## src/rtl/serial_rx_pkg.sv

```systemverilog
// serial_rx_pkg: receiver FSM states and serial frame line levels, shared with the transmit side.
package serial_rx_pkg;

    typedef enum logic [1:0] {IDLE, START, DATA, STOP} rx_state_e;

    localparam logic IDLE_LEVEL  = 1'b1;
    localparam logic START_LEVEL = 1'b0;
    localparam logic STOP_LEVEL  = 1'b1;

endpackage

```

## src/rtl/serial_rx.sv

```systemverilog
// serial_rx: synchronizes rx and deserializes one start/data/stop frame into a word,
// with a one-cycle word strobe on a good stop bit and an error strobe on a bad one.
module serial_rx
    import serial_rx_pkg::*;
#(
    parameter int WordWidth        = 8,
    parameter int SerialTimerWidth = 8
) (
    input  logic                 clk,
    input  logic                 rst,
    input  logic                 rx_i,
    output logic [WordWidth-1:0] word_o,
    output logic                 word_valid_o,
    output logic                 frame_err_o,
    output logic                 busy_o
);

    localparam int BitCntWidth = $clog2(WordWidth + 1);
    localparam logic [SerialTimerWidth-1:0] HalfBitM1 = SerialTimerWidth'(2 ** (SerialTimerWidth - 1) - 1);
    localparam logic [BitCntWidth-1:0] LastBit = BitCntWidth'(WordWidth - 1);

    rx_state_e                   state_q, state_d;
    logic [1:0]                  sync_q;
    logic                        prev_q;
    logic [SerialTimerWidth-1:0] timer_q, timer_d;
    logic [BitCntWidth-1:0]      bit_cnt_q, bit_cnt_d;
    logic [WordWidth-1:0]        shift_q, shift_d;
    logic                        rx_s;

    assign rx_s   = sync_q[1];
    assign word_o = shift_q;
    assign busy_o = state_q != IDLE;

    always_ff @(posedge clk) begin
        if (rst) begin
            sync_q    <= {2{IDLE_LEVEL}};
            prev_q    <= IDLE_LEVEL;
            state_q   <= IDLE;
            timer_q   <= '0;
            bit_cnt_q <= '0;
            shift_q   <= '0;
        end else begin
            sync_q    <= {sync_q[0], rx_i};
            prev_q    <= rx_s;
            state_q   <= state_d;
            timer_q   <= timer_d;
            bit_cnt_q <= bit_cnt_d;
            shift_q   <= shift_d;
        end
    end

    // The timer runs freely and wraps, so each full wrap after the mid-start sample lands mid-bit.
    always_comb begin
        state_d      = state_q;
        timer_d      = timer_q + 1'b1;
        bit_cnt_d    = bit_cnt_q;
        shift_d      = shift_q;
        word_valid_o = 1'b0;
        frame_err_o  = 1'b0;
        case (state_q)
            IDLE: begin
                timer_d   = '0;
                bit_cnt_d = '0;
                if (prev_q == IDLE_LEVEL && rx_s == START_LEVEL) state_d = START;
            end
            START: if (timer_q == HalfBitM1) begin
                timer_d = '0;
                state_d = rx_s == START_LEVEL ? DATA : IDLE;
            end
            DATA: if (&timer_q) begin
                shift_d   = {rx_s, shift_q[WordWidth-1:1]};
                bit_cnt_d = bit_cnt_q + 1'b1;
                if (bit_cnt_q == LastBit) state_d = STOP;
            end
            STOP: if (&timer_q) begin
                state_d      = IDLE;
                word_valid_o = rx_s == STOP_LEVEL;
                frame_err_o  = rx_s != STOP_LEVEL;
            end
            default: state_d = IDLE;
        endcase
    end

endmodule

```

## src/rtl/serial_rx_package.sv

```systemverilog
// serial_rx_package: assembles 2**AddressWidth received words into a package, first word in
// the most significant slot; data changes only when a whole package has arrived.
module serial_rx_package
    import serial_rx_pkg::*;
#(
    parameter int AddressWidth     = 2,
    parameter int WordWidth        = 8,
    parameter int SerialTimerWidth = 8
) (
    input  logic                                     clk,
    input  logic                                     rst,
    input  logic                                     rx,
    output logic [(2**AddressWidth)*WordWidth-1:0]   data,
    output logic                                     valid,
    output logic                                     error,
    output logic                                     busy
);

    localparam int DataWidth = (2 ** AddressWidth) * WordWidth;

    logic [WordWidth-1:0]    word;
    logic                    word_v, frame_err;
    logic [AddressWidth-1:0] cnt_q, cnt_d, slot;
    logic [DataWidth-1:0]    pkg_q, pkg_d, data_q, data_d;
    logic                    valid_q, valid_d, error_q, error_d;

    serial_rx #(
        .WordWidth       (WordWidth),
        .SerialTimerWidth(SerialTimerWidth)
    ) u_rx (
        .clk         (clk),
        .rst         (rst),
        .rx_i        (rx),
        .word_o      (word),
        .word_valid_o(word_v),
        .frame_err_o (frame_err),
        .busy_o      (busy)
    );

    assign slot  = ~cnt_q;
    assign data  = data_q;
    assign valid = valid_q;
    assign error = error_q;

    always_ff @(posedge clk) begin
        if (rst) begin
            cnt_q   <= '0;
            pkg_q   <= '0;
            data_q  <= '0;
            valid_q <= 1'b0;
            error_q <= 1'b0;
        end else begin
            cnt_q   <= cnt_d;
            pkg_q   <= pkg_d;
            data_q  <= data_d;
            valid_q <= valid_d;
            error_q <= error_d;
        end
    end

    always_comb begin
        pkg_d   = pkg_q;
        cnt_d   = frame_err ? '0 : cnt_q;
        data_d  = data_q;
        valid_d = 1'b0;
        error_d = frame_err;
        if (word_v) begin
            pkg_d[WordWidth*int'(slot) +: WordWidth] = word;
            cnt_d   = cnt_q + 1'b1;
            valid_d = &cnt_q;
            data_d  = &cnt_q ? pkg_d : data_q;
        end
    end

endmodule

```

## config.mk

```make
export PLATFORM = sky130hd
export DESIGN_NAME = serial_rx_package
export DESIGN_NICKNAME = d
export VERILOG_FILES = /design/src/rtl/serial_rx_pkg.sv /design/src/rtl/serial_rx.sv /design/src/rtl/serial_rx_package.sv
export SDC_FILE = /design/constraint.sdc
export NUM_CORES = 1
export LEC_CHECK = 0
export CORE_MARGIN = 5
export CORE_UTILIZATION = 60
export CTS_CLUSTER_DIAMETER = 100
export CTS_CLUSTER_SIZE = 16
export DETAILED_ROUTE_END_ITERATION = 10
export PLACE_DENSITY = 0.83
export SYNTH_ARGS = -nofsm -noshare
export SYNTH_HDL_FRONTEND = slang
export SYNTH_SLANG_ARGS = --single-unit
export TNS_END_PERCENT = 5
```

## constraint.sdc

```tcl
create_clock -name clk -period 5.6 [get_ports clk]
set_clock_uncertainty 0.2 [all_clocks]
set_input_delay 0.56 -clock clk [delete_from_list [all_inputs] [get_ports clk]]
set_output_delay 0.56 -clock clk [all_outputs]
set_load 0.01 [all_outputs]
```

==> key figures, run 1 <==
Outcome
  – Outcome: completed

Pwr
  – Leakage power: 0.00150 uW
  – Power consumption: 1130 uW
  – Power Dens Cells: 261 nW/um^2
  – Maximum vdd drop: 0.187 mV

Final layout
  – Area growth syn-to-layout: 15.0%
  – Share of cells above drive strength 1: 0.122
  – Post-layout nets: 399
  – Register Area: 1700 sq um
  – Multi-input logic area: 1850 sq um
  – Filler cells: 431
  – Utilization after layout: 0.722
  – Antenna cells: 0

Min path
  – Hold Crit Class: reg2reg
  – Min-Delay Startpoint: u_rx.sync_q[0]

Job
  – Number of max-cap violations: 0

Detailed routing
  – Via Count: 2869
  – Starting DRC count in detailed routing: 217
  – Final ANT Viol Nets: 0
  – Vias per Instance: 6.12
  – Iteration count of the initial detailed-routing pass: 6
  – DRC errors left: 0
  – Routed WL per cell: 17.3 um
  – WL final: 8140 um

Place
  – Routability congestion estimate: 0.828
  – PortBufs: 37
  – Post-DP HPWL: 5180 um

STA
  – Final setup TNS: 0 ns
  – Final hold violation count: 0
  – Max-slew violation count: 0
  – Clock period minus worst slack: 2.61 ns
  – Worst Max-Slew Pin Slew: 1.24 ns
  – Final Cycle Share: 0.465
  – Setup repair after global routing missed its margin: no
  – Setup violators final: 0
  – Maximum clock frequency: 384 MHz
  – Worst rel slew slack: 0.168

Floorplan
  – DIE AREA: 7950 sq um
  – Initial Util: 0.628
  – Height of the die: 89.2 um
  – Core Footprint: 5990 sq um
  – Row count: 28
  – Num ports: 38
  – Chip Width: 89.2 um

Logic synthesis
  – Most used standard cell by instance count after synthesis: dfxtp_1
  – Sequential fraction of the synthesis area: 0.452
  – Post-Syn Area per Cell: 10.2 sq um
  – Post-synth EDFFs: 0
  – Most frequent cells after synthesis: dfxtp_1 (85), nand2_1 (22), o2bb2ai_1 (22)
  – Post-synth top area cell: dfxtp_1
  – Distinct cells, synth: 59
  – Share of synthesized registers carrying an async set or reset: 0
  – Synth Warn #: 0
  – Mapped Area: 3760 sq um
  – Seq cells post-synth: 85
  – Top_reg_cell synth: dfxtp_1
  – Post-Syn Instances: 368
  – Synth top area cells: dfxtp_1 (45%), o2bb2ai_1 (5.1%), mux2i_1 (4.3%)
  – Top cell type's share of synthesized area: 0.452
  – Post-Syn Nets: 378

CTS
  – CTS buffer count: 9
  – Clock root buffer: clkbuf_8
  – TritonCTS clock tree: built
  – Post-CTS Resized: 0
  – Clock insertion delay at the later pin of the skew report: 0.35 ns
  – CTS Sinks: 85
  – Clock slew at reported path FFs: 0.09 ns
  – H-Tree Depth: 3
  – # hold bufs at CTS: 0
  – Setup Fix Bufs, Post-CTS: 0
  – Clk buf depth: 2

Worst setup path
  – Worst EP required: 5.68 ns
  – Endpoint type of the worst setup path: register
  – Critical R2R Capture: data[31]
  – Critical Path Source: cnt_q[0]
  – Worst Path Arrival: 2.69 ns
  – WS Path Type: reg2reg
  – Worst-path maximum fanout: 16
  – R2R depth: 5
  – Reg2Reg Launch Point: cnt_q[0]
  – Critical Path Source Type: register
  – Register-to-Register Setup Slack: 2.99 ns
  – Capture point of the worst path: data[31]

Global route
  – Number of global-route vias before repair: 2613
  – Total congestion overflow: 0
  – Total GRT Usage: 0.214
  – Largest net degree at the start of global routing: 50
  – First-pass GRT wire length: 13100 um
  – Initial antenna violation count: 0
[cells in the final DEF, fill, tap and decap left out, types with 6 or more instances in the layout]
cell type,synthesis,layout
o32ai_1,8,8
dfxtp_1,85,85
inv_1,14,14
nand3_1,6,6
mux2i_1,16,16
nand3b_1,8,8
nor2b_1,16,16
o2bb2ai_1,22,22
o2bb2ai_2,9,9
a22o_1,16,16
nand2_1,22,22
clkbuf_8,0,10
ha_1,7,7
clkdlybuf4s50_1,0,37
a21oi_1,19,19
nor2_1,7,7
nand2b_1,20,20
[critical path: stages, from the launching register on]
cell and delay (ns):
dfxtp_1 0.66, inv_1 0.17, ha_1 0.40, nor4b_2 0.68, a21oi_1 0.26, o2bb2ai_1 0.17
[metrics by stage]
step / hold slack (ns) / std cells / setup WS, ns / cell area (sq um)
after floorplan: 0.189 / 368 / 3.31 / 3760
after global placement: 0.200 / 453 / 2.87 / 4090
after detailed placement: 0.208 / 453 / 2.86 / 4090
after CTS: 0.229 / 469 / 2.99 / 4330
after global routing: 0.245 / 469 / 2.79 / 4330
final: 0.227 / 469 / 2.99 / 4330
[metal layers]
metal	vias up	track usage	wire, um
met5	-	0	0
met4	0	0.0853	172
met3	15	0.0387	486
met2	88	0.311	3650
met1	1368	0.314	3830
li1	1398	-	-
[logic make-up after synthesis]
logic type | synth area share
buffers and inverters | 0.0549
muxes | 0.0426
xor gates and xnor gates | 0.00932
adders and majority gates | 0.0233
AOI/OAI and AO/OA | 0.227
DFF | 0.452
and+or+nand+nor | 0.191
[worst min-delay path by stage]
| stage | depth (start not counted) | slack, ns | to |
|---|---|---|---|
| final | 1 | 0.23 | u_rx.sync_q[1] |
| after global routing | 1 | 0.25 | u_rx.sync_q[1] |
| after CTS | 1 | 0.23 | u_rx.sync_q[1] |
| after detailed placement | 1 | 0.21 | u_rx.sync_q[1] |
| after global placement | 1 | 0.20 | u_rx.sync_q[1] |
| after floorplan | 1 | 0.19 | u_rx.sync_q[1] |
[where the power goes]
part / total [uW] / switching [uW] / internal (uW)
logic: 22.1 / 13.4 / 8.76
registers: 608 / 3.09 / 605
clock network: 497 / 229 / 267
total: 1130 / 246 / 881
[flip-flops by register name, summed over array words and instances (netlist names), named ones only]
signal / flops
u_rx.timer_q: 8
cnt_q: 2
u_rx.word_o: 8
u_rx.prev_q: 1
valid: 1
pkg_q: 24
u_rx.sync_q: 2
u_rx.state_q: 1
data: 32
error: 1
u_rx.bit_cnt_q: 4
[final cells by class]
cell class,instances,share of cell area
clock buffer,10,0.0318
clock inverter,6,0.0220
inverter,14,0.0121
multi-input combinational,239,0.428
sequential,85,0.393
tap,75,0.0217
timing repair buffer,40,0.0908
Power figures use the tool's default switching activity.
==> run 2: changes to the inputs <==
Settings changed: CORE_UTILIZATION 60 to 51, PLACE_DENSITY 0.83 to 0.76.
Clock period 5.6 ns to 2.2 ns, I/O delays scaled along.
==> key figures, run 2 (same netlist as run 1, synthesis figures left out) <==
Worst setup path
  – Cell family with most CP delay: buffers and inverters
  – Largest stage delay, worst path: 0.49 ns (-0.19 ns)
  – CP Buf/Inv Count: 2 (+1)
  – Worst Path Arrival: 1.66 ns (-1.03 ns)
  – Critical Path Source Type: register
  – Worst-path cell chain: buf_4 > or2_2 > clkdlybuf4s50_1
  – WS Path Type: reg2out
  – Endpoint type of the worst setup path: output pin
  – Slowest-stage cell, CP: clkdlybuf4s50_1
  – Worst EP required: 1.78 ns (-3.90 ns)
  – Worst-path maximum fanout: 12 (-4)

Global route
  – Initial antenna violation count: 0 (unchanged)
  – Number of global-route vias before repair: 2739 (+4.8%)
  – Total congestion overflow: 0 (unchanged)
  – Total GRT Usage: 0.185 (-0.0293)
  – First-pass GRT wire length: 13200 um (+1.1%)
  – Largest net degree at the start of global routing: 43 (-14%)

Detailed routing
  – Final ANT Viol Nets: 0 (unchanged)
  – Vias per Instance: 5.67 (-7.2%)
  – Routed WL per cell: 15.9 um (-8.4%)
  – Iteration count of the initial detailed-routing pass: 4 (-2)
  – Starting DRC count in detailed routing: 169 (-22%)
  – WL final: 8000 um (-1.7%)
  – Via Count: 2854 (-0.52%)
  – DRC errors left: 0 (unchanged)

CTS
  – TritonCTS clock tree: built
  – CTS Sinks: 85 (unchanged)
  – Clock insertion delay at the later pin of the skew report: 0.35 ns (about the same)
  – Clock root buffer: clkbuf_8
  – CTS buffer count: 9 (unchanged)
  – Clk buf depth: 2 (unchanged)
  – H-Tree Depth: 3 (unchanged)
  – Clock slew at reported path FFs: 0.08 ns (about the same)

STA
  – Max-slew violation count: 0 (unchanged)
  – Fin worst setup slack: 0.120 ns (-2.87 ns)
  – Setup violators final: 0 (unchanged)
  – Final Cycle Share: 0.945
  – Maximum clock frequency: 481 MHz
  – Worst rel slew slack: 0.725 (+0.557)
  – Final setup TNS: 0 ns (unchanged)
  – Clock period minus worst slack: 2.08 ns
  – Setup repair after global routing missed its margin: no
  – Worst Max-Slew Pin Slew: 0.411 ns (-0.833 ns)
  – Final hold violation count: 0 (unchanged)

Final layout
  – Max reg flops: 32 (unchanged)
  – Area growth syn-to-layout: 17.8%
  – Most frequent cells in the layout: dfxtp_1 (85), clkdlybuf4s50_1 (37), nand2_1 (22), o2bb2ai_1 (22), nand2b_1 (20)
  – Antenna cells: 0 (unchanged)
  – Share of cells above drive strength 1: 0.146 (+0.0242)
  – Register Area: 1700 sq um (unchanged)
  – Filler cells: 611 (+42%)
  – Multi-input logic area: 1870 sq um (+0.81%)
  – Post-layout nets: 410 (+2.8%)
  – Commonest non-fill, non-tap cell in the layout: dfxtp_1

Place
  – Post-DP HPWL: 5470 um (+5.6%)
  – Setup slack after placement: 0.107 ns (-2.76 ns)
  – Routability congestion estimate: 0.787 (-4.9%)
  – PortBufs: 37 (unchanged)

Job
  – Number of max-cap violations: 0 (unchanged)

Floorplan
  – Height of the die: 95.9 um (+7.5%)
  – Core Footprint: 7210 sq um (+20%)
  – DIE AREA: 9190 sq um (+16%)
  – Row count: 31 (+11%)
  – Num ports: 38 (unchanged)
  – Chip Width: 95.9 um (+7.5%)
  – Initial Util: 0.521 (-0.106)

Min path
  – Hold Crit Class: reg2reg

Pwr
  – Power Dens Cells: 611 nW/um^2 (+130%)
  – Leakage power: 0.00156 uW (+3.8%)
  – Maximum vdd drop: 0.319 mV (+71%)

Outcome
  – Outcome: completed
-- run 2: worst paths after layout --
kind	start	end	slack, ns	cells after the start
worst max-delay path	register	busy	0.12	3
worst max register to register	u_rx.timer_q[0]	pkg_q[29]	0.14	4
worst min-delay path	u_rx.sync_q[0]	u_rx.sync_q[1]	0.22	1
worst min register to register	u_rx.sync_q[0]	u_rx.sync_q[1]	0.22	1
-- run 2: where the power goes --
part           total [uW]  internal [uW]  switching, uW
registers            1550           1540           5.92
clock network        1090            528            564
logic                66.8           28.8           38.1
-- run 2: layout make-up --
type | count | area share
Clock inverter | 6 | 0.0161
Multi-Input combinational cell | 239 | 0.422
Inverter | 14 | 0.0119
Sequential cell | 85 | 0.384
Tap cell | 99 | 0.0280
Clock buffer | 9 | 0.0280
Timing Repair Buffer | 51 | 0.110
-- run 2: per-stage QoR --
| step | power (uW) | std cells | area (sq um) | hold slack, ns | utilization |
|---|---|---|---|---|---|
| after floorplan | 1630 | 368 | 3770 | 0.124 | - |
| after global placement | 1650 | 488 | 4230 | 0.207 | 0.586 |
| after detailed placement | 1650 | 488 | 4230 | 0.205 | 0.586 |
| after CTS | 2730 | 503 | 4420 | 0.225 | 0.613 |
| after global routing | 2800 | 503 | 4430 | 0.230 | 0.614 |
| final | 2710 | 503 | 4430 | 0.220 | 0.614 |
-- run 2: what timing repair did --
action / CTS / global route
setup endpoints to repair: 0 / 8
hold endpoints to repair: 0 / 0
gates resized for setup: 0 / 2
hold buffers: 0 / 0
buffers inserted: 0 / 0
-- run 2: routing by layer --
layer | track usage | part of all wire | vias to the layer above
met5 | 0 | 0 | -
met4 | 0.0723 | 0.017 | 0
met3 | 0.0383 | 0.051 | 12
met2 | 0.281 | 0.45 | 72
met1 | 0.256 | 0.48 | 1349
li1 | - | - | 1421
